<file path="config.mk">
export PLATFORM = sky130hd
export DESIGN_NAME = aes_pad_scheduler
export DESIGN_NICKNAME = d
export VERILOG_FILES = /design/src/rtl/aes_pad_scheduler.sv
export SDC_FILE = /design/constraint.sdc
export NUM_CORES = 1
export LEC_CHECK = 0
export BUFFER_PORTS_ARGS = -buffer_cell sky130_fd_sc_hd__buf_4
export CAP_MARGIN = 10
export CORE_MARGIN = 5
export CORE_UTILIZATION = 50
export DETAILED_ROUTE_END_ITERATION = 10
export HOLD_SLACK_MARGIN = 0.08
export PLACE_DENSITY = 0.71
export SKIP_LAST_GASP = 1
export SYNTH_ARGS = -nofsm -noshare
export SYNTH_HDL_FRONTEND = slang
export SYNTH_SLANG_ARGS = --single-unit
</file>
<file path="constraint.sdc">
create_clock -name Clock -period 4.05 [get_ports Clock]
set_clock_uncertainty 0.2 [all_clocks]
set_input_delay 0.405 -clock Clock [delete_from_list [all_inputs] [get_ports Clock]]
set_output_delay 0.405 -clock Clock [all_outputs]
set_load 0.05 [all_outputs]
</file>
<file path="src/rtl/aes_pad_scheduler.sv">
// Shares one fixed-latency AES_W pad pipeline between a path-read (0) and path-write (1) requester.
// Round-robin issue, owner tags ride alongside the pipeline, credits keep result FIFOs lossless.
module aes_pad_scheduler #(
  parameter int unsigned W            = 1,
  parameter int unsigned AESWidth     = 128,
  parameter int unsigned AESWIn_Width = 64,
  parameter int unsigned AESLatency   = 21,
  parameter int unsigned ResultDepth  = 4
) (
  input  logic                    Clock,
  input  logic                    Reset,
  input  logic [AESWIn_Width-1:0] ReqData0,
  input  logic                    ReqValid0,
  output logic                    ReqReady0,
  input  logic [AESWIn_Width-1:0] ReqData1,
  input  logic                    ReqValid1,
  output logic                    ReqReady1,
  output logic [W*AESWidth-1:0]   PadOut0,
  output logic                    PadValid0,
  input  logic                    PadReady0,
  output logic [W*AESWidth-1:0]   PadOut1,
  output logic                    PadValid1,
  input  logic                    PadReady1,
  output logic [AESWIn_Width-1:0] AESDataIn,
  output logic                    AESDataInValid,
  input  logic [W*AESWidth-1:0]   AESDataOut,
  input  logic                    AESDataOutValid,
  output logic                    Idle,
  output logic                    ProtocolError
);

  localparam int unsigned OutW = W * AESWidth;
  localparam int unsigned CntW = $clog2(ResultDepth + 1);
  localparam int unsigned PtrW = (ResultDepth > 1) ? $clog2(ResultDepth) : 1;
  localparam logic [CntW-1:0] DepthC  = CntW'(ResultDepth);
  localparam logic [PtrW-1:0] LastPtr = PtrW'(ResultDepth - 1);

  logic [1:0][CntW-1:0]   credit_q, credit_d, cnt_q, cnt_d;
  logic [1:0][PtrW-1:0]   wr_ptr_q, wr_ptr_d, rd_ptr_q, rd_ptr_d;
  logic [OutW-1:0]        mem_q [2][ResultDepth];
  logic [AESLatency-1:0]  tag_vld_q, tag_vld_d, tag_own_q, tag_own_d;
  logic                   rr_q, rr_d, active_q, err_q, err_d;
  logic [AESWIn_Width-1:0] last_q;
  logic [1:0]             elig, grant, push, pop, pad_ready;
  logic                   out_vld, out_own;

  function automatic logic [PtrW-1:0] ptr_inc(input logic [PtrW-1:0] p);
    return (p == LastPtr) ? '0 : p + 1'b1;
  endfunction

  assign pad_ready = {PadReady1, PadReady0};
  assign out_vld   = tag_vld_q[AESLatency-1];
  assign out_own   = tag_own_q[AESLatency-1];

  always_comb begin
    // active_q keeps grants off until the first edge after reset release
    elig[0] = active_q & ReqValid0 & (credit_q[0] != '0);
    elig[1] = active_q & ReqValid1 & (credit_q[1] != '0);
    grant   = 2'b00;
    case (elig)
      2'b01:   grant = 2'b01;
      2'b10:   grant = 2'b10;
      2'b11:   grant = rr_q ? 2'b10 : 2'b01;
      default: grant = 2'b00;
    endcase
    rr_d = (elig == 2'b11) ? ~rr_q : rr_q;

    AESDataInValid = |grant;
    AESDataIn      = grant[1] ? ReqData1 : (grant[0] ? ReqData0 : last_q);

    tag_vld_d = (tag_vld_q << 1) | AESLatency'(|grant);
    tag_own_d = (tag_own_q << 1) | AESLatency'(grant[1]);

    push[0] = out_vld & ~out_own;
    push[1] = out_vld & out_own;

    credit_d = credit_q;
    cnt_d    = cnt_q;
    wr_ptr_d = wr_ptr_q;
    rd_ptr_d = rd_ptr_q;
    for (int i = 0; i < 2; i++) begin
      pop[i]      = (cnt_q[i] != '0) & pad_ready[i];
      credit_d[i] = credit_q[i] - CntW'(grant[i]) + CntW'(pop[i]);
      cnt_d[i]    = cnt_q[i] + CntW'(push[i]) - CntW'(pop[i]);
      if (push[i]) wr_ptr_d[i] = ptr_inc(wr_ptr_q[i]);
      if (pop[i])  rd_ptr_d[i] = ptr_inc(rd_ptr_q[i]);
    end

    err_d = err_q | (AESDataOutValid != out_vld);
  end

  always_ff @(posedge Clock or negedge Reset) begin
    if (!Reset) begin
      credit_q  <= {2{DepthC}};
      cnt_q     <= '0;
      wr_ptr_q  <= '0;
      rd_ptr_q  <= '0;
      tag_vld_q <= '0;
      tag_own_q <= '0;
      rr_q      <= 1'b0;
      active_q  <= 1'b0;
      err_q     <= 1'b0;
      last_q    <= '0;
    end else begin
      credit_q  <= credit_d;
      cnt_q     <= cnt_d;
      wr_ptr_q  <= wr_ptr_d;
      rd_ptr_q  <= rd_ptr_d;
      tag_vld_q <= tag_vld_d;
      tag_own_q <= tag_own_d;
      rr_q      <= rr_d;
      active_q  <= 1'b1;
      err_q     <= err_d;
      last_q    <= AESDataIn;
    end
  end

  // Storage needs no reset: occupancy counters qualify every read.
  always_ff @(posedge Clock) begin
    for (int i = 0; i < 2; i++) begin
      if (push[i]) mem_q[i][wr_ptr_q[i]] <= AESDataOut;
    end
  end

  assign ReqReady0     = grant[0];
  assign ReqReady1     = grant[1];
  assign PadValid0     = (cnt_q[0] != '0);
  assign PadValid1     = (cnt_q[1] != '0);
  assign PadOut0       = mem_q[0][rd_ptr_q[0]];
  assign PadOut1       = mem_q[1][rd_ptr_q[1]];
  assign Idle          = (tag_vld_q == '0) && (cnt_q[0] == '0) && (cnt_q[1] == '0);
  assign ProtocolError = err_q;

  fifo0_overflow_a: assert property (@(posedge Clock) disable iff (!Reset)
    !(push[0] && (cnt_q[0] == DepthC) && !pop[0]));
  fifo1_overflow_a: assert property (@(posedge Clock) disable iff (!Reset)
    !(push[1] && (cnt_q[1] == DepthC) && !pop[1]));

endmodule

</file>
==> implementation parameters <==
Parameter                              Value

Worst setup path
  Data arrival time of the worst path    3200 ps
  Type of the worst setup path    flop to output pin
  Crit path capture type    output pin
  Internal reg-to-reg setup slack    860 ps
  Max FO, Critical Path    50
  Category of the worst setup path launch point    flop
  Req. time, crit path    3440 ps

Clock tree
  Cell at the root of the clock tree    sky130_fd_sc_hd__clkbuf_16
  Number of gates resized after CTS    0
  Register clock-pin slew on the reported worst setup and hold paths    about 60 ps
  Hold-fix buffers at CTS    260
  Post-CTS setup buffer count    0
  Number of clock sinks seen by CTS    1153
  Clock tree from TritonCTS    built
  H-tree levels    3
  Worst-Skew Late Latency    680 ps
  TritonCTS buffer count    113
  Clock Path Buffers    3

Floorplan
  Top-Level Pins    590
  Die span in x    300 µm
  Area of the core region    0.0837 mm²
  Initial Utilization    between 50 and 60%
  Die H    300 µm
  Num rows    106
  Die Outline Area    0.0902 mm²

Drt
  Drt first-iter violations    1859
  Post-DR vias/cell    roughly 5.6
  Post-DRT Antenna Nets    0
  DRT Pass-1 Iters    5
  Routed length per instance    27.8 µm
  Wire length after detailed routing    around 110 mm
  Via Count    21700
  DR DRC count    0

Synth
  Leading post-synthesis cells by instance count    sky130_fd_sc_hd__edfxtp_1, sky130_fd_sc_hd__mux4_2, sky130_fd_sc_hd__dfrtp_1, sky130_fd_sc_hd__nand3b_1, sky130_fd_sc_hd__o221a_1
  Sequential cell area fraction in the yosys report    80.6%
  Mapped Avg Cell Area    between 20 and 25 µm²
  Area leader, netlist    sky130_fd_sc_hd__edfxtp_1
  Synth top area share    72.9%
  Synthesized Nets    2007
  Top area cells in the synthesized netlist    sky130_fd_sc_hd__edfxtp_1, sky130_fd_sc_hd__mux4_2, sky130_fd_sc_hd__dfrtp_1
  Cell Area, Synth    0.0422 mm²
  Synth Flop Type    sky130_fd_sc_hd__edfxtp_1
  Register bit total from synthesis    1153
  Warnings, synthesis    0
  Gate count of the mapped netlist    between 1500 and 2000
  Most repeated cell in the gate-level netlist after synthesis    sky130_fd_sc_hd__edfxtp_1
  Number of library cell types mapped by synthesis    32
  Synth async-reset ratio    11.2%
  Number of flops mapped to enable cells by yosys    1024

Global routing
  Pin count of the biggest net entering global routing    70
  Global-route usage over all layers    23.8%
  Initial antenna violation count    10
  Total global routing overflow    0
  Wire length of the first global-routing pass    about 160 mm
  Vias in the first global route    23500

Power
  Combinational share of power    40.0%
  Power share of the clock group    roughly 24%
  Cell-internal power    26.4 mW
  IR drop worst, VDD    0.574 mV
  Flop pwr share    35.9%
  Total power per unit cell area    779 mW/mm²
  Total leakage power    19.1 nW
  Share of total power consumed by net switching    38.0%
  Switching component of the power    roughly 16 mW

Finish
  Area growth, synth to finish    29.6%
  Fraction of final layout cells with drive strength greater than 1    39.3%
  Final net count    2934

STA
  Worst max-slew margin expressed relative to the limit    34.4%
  Share of the clock period used by the worst path after layout    94.0%
  Aggregate negative setup slack    0 ps
  Worst setup margin    242 ps
  Worst hold margin    131 ps
  Max Freq    ~260 MHz
  Hold Violations, Final    0
  Setup repair after global routing missed its margin    false
  Min Clock Period, post-route    approximately 3800 ps
  Number of max-slew violations in the final report    0
  Number of setup violations in the final report    0
  Worst-margin pin slew    slightly below 1000 ps

Placed design
  Port bufs    589
  Post-Place Worst Slack    1030 ps
  Post-DP HPWL    66.7 mm
  Gp weighted congestion    0.942

Hold path
  Classification of the worst-slack hold path    flop to flop

Run status
  Result of the run    finished, final reports clean

Job
  Max Cap Violations    0
-- metal layers --
| layer | vias to the layer above | wire (µm) | track usage, % |
|---|---|---|---|
| met2 | 927 | 56400 | 41.3 |
| met4 | 6 | 3570 | 7.78 |
| met1 | 11500 | 39400 | 30.2 |
| met3 | 166 | 8580 | 5.46 |
| met5 | - | 34 | 0 |
| li1 | 9174 | - | - |
-- path summary, 6_finish.rpt --
path	start	endpoint	cells after the start
setup / recovery	credit_q[2]	AESDataIn[36]	6
hold / removal	tag_own_q[19]	tag_own_q[20]	0
setup reg to reg	credit_q[2]	last_q[36]	6
hold reg to reg	tag_own_q[19]	tag_own_q[20]	0
max in group asynchronous	Reset	last_q[2]	3
min in group asynchronous	Reset	last_q[58]	2
-- state kept, by name, summed over array words and instances, names as in the netlist --
signal         flops
tag_own_q         21
wr_ptr_q           4
active_q           1
cnt_q              6
mem_q           1024
ProtocolError      1
last_q            64
rd_ptr_q           4
rr_q               1
tag_vld_q         21
credit_q           6
-- area by class of cell --
class	instances	area, µm²
multi-input combinational	462	7730
inverter	20	75.1
clock inverter	65	636
fill	5362	29000
timing repair buffer	900	7740
antenna	5	12.5
sequential	1153	34000
tap	1134	1420
clock buffer	142	3050
-- power by group through the flow --
stage,combinational [mW],sequential [mW],clock (mW)
floorplan,11.7,15.0,0
global placement,16.6,15.4,0
detailed placement,16.6,15.5,0
CTS,17.2,15.3,10.5
global route,17.7,15.4,11.0
finish,17.0,15.3,10.3
-- cell usage in the layout (no fill, tap or decap), types with 3 or more instances in the layout --
cell | synthesis | routed
sky130_fd_sc_hd__clkbuf_1 | 27 | 20
sky130_fd_sc_hd__fa_1 | 4 | 4
sky130_fd_sc_hd__dfrtp_4 | 0 | 4
sky130_fd_sc_hd__diode_2 | 0 | 5
sky130_fd_sc_hd__nand3b_1 | 64 | 64
sky130_fd_sc_hd__inv_16 | 0 | 3
sky130_fd_sc_hd__clkbuf_8 | 0 | 7
sky130_fd_sc_hd__bufinv_16 | 0 | 8
sky130_fd_sc_hd__clkinv_2 | 0 | 17
sky130_fd_sc_hd__clkinv_16 | 0 | 3
sky130_fd_sc_hd__dlygate4sd3_1 | 0 | 260
sky130_fd_sc_hd__mux4_2 | 256 | 256
sky130_fd_sc_hd__clkinv_1 | 0 | 28
sky130_fd_sc_hd__nand2_1 | 6 | 6
sky130_fd_sc_hd__buf_4 | 12 | 613
sky130_fd_sc_hd__nor4_1 | 5 | 5
sky130_fd_sc_hd__nor2_1 | 6 | 6
sky130_fd_sc_hd__mux2_2 | 3 | 3
sky130_fd_sc_hd__clkbuf_16 | 0 | 115
sky130_fd_sc_hd__buf_12 | 0 | 27
sky130_fd_sc_hd__o221a_1 | 64 | 64
sky130_fd_sc_hd__clkinv_4 | 0 | 4
sky130_fd_sc_hd__xnor2_1 | 11 | 11
sky130_fd_sc_hd__ha_1 | 17 | 17
sky130_fd_sc_hd__and3_4 | 0 | 4
sky130_fd_sc_hd__inv_1 | 18 | 18
sky130_fd_sc_hd__edfxtp_1 | 1024 | 1024
sky130_fd_sc_hd__and2_4 | 0 | 4
sky130_fd_sc_hd__dfrtp_1 | 127 | 123
-- cells by family after synthesis --
family,share of synthesized area [%]
AOI/OAI and AO/OA,1.91
buffers and inverters,1.20
other,0.00889
and+or+nand+nor,1.55
muxes,13.8
adders and majority gates,0.694
xor gates and xnor gates,0.229
DFF,80.6
-- through the flow --
stage                     std cells  cell area [µm²]  utilization [%]  power, mW
final                          3881            54700             65.3       42.6
after floorplan                1723            42200                -       26.7
after global placement         3409            48400             57.8       32.0
after detailed placement       3409            48400             57.8       32.2
after CTS                      3876            54600             65.3       43.0
after global routing           3879            54700             65.3       44.1
-- worst max-delay path, cell delays in order, from the launching register on --
cell                       delay (ps)
sky130_fd_sc_hd__dfstp_2          570
sky130_fd_sc_hd__o311ai_4          80
sky130_fd_sc_hd__buf_4            220
sky130_fd_sc_hd__o21bai_4         440
sky130_fd_sc_hd__buf_4            580
sky130_fd_sc_hd__o221a_1          360
sky130_fd_sc_hd__buf_4            220
Power figures use the tool's default switching activity.
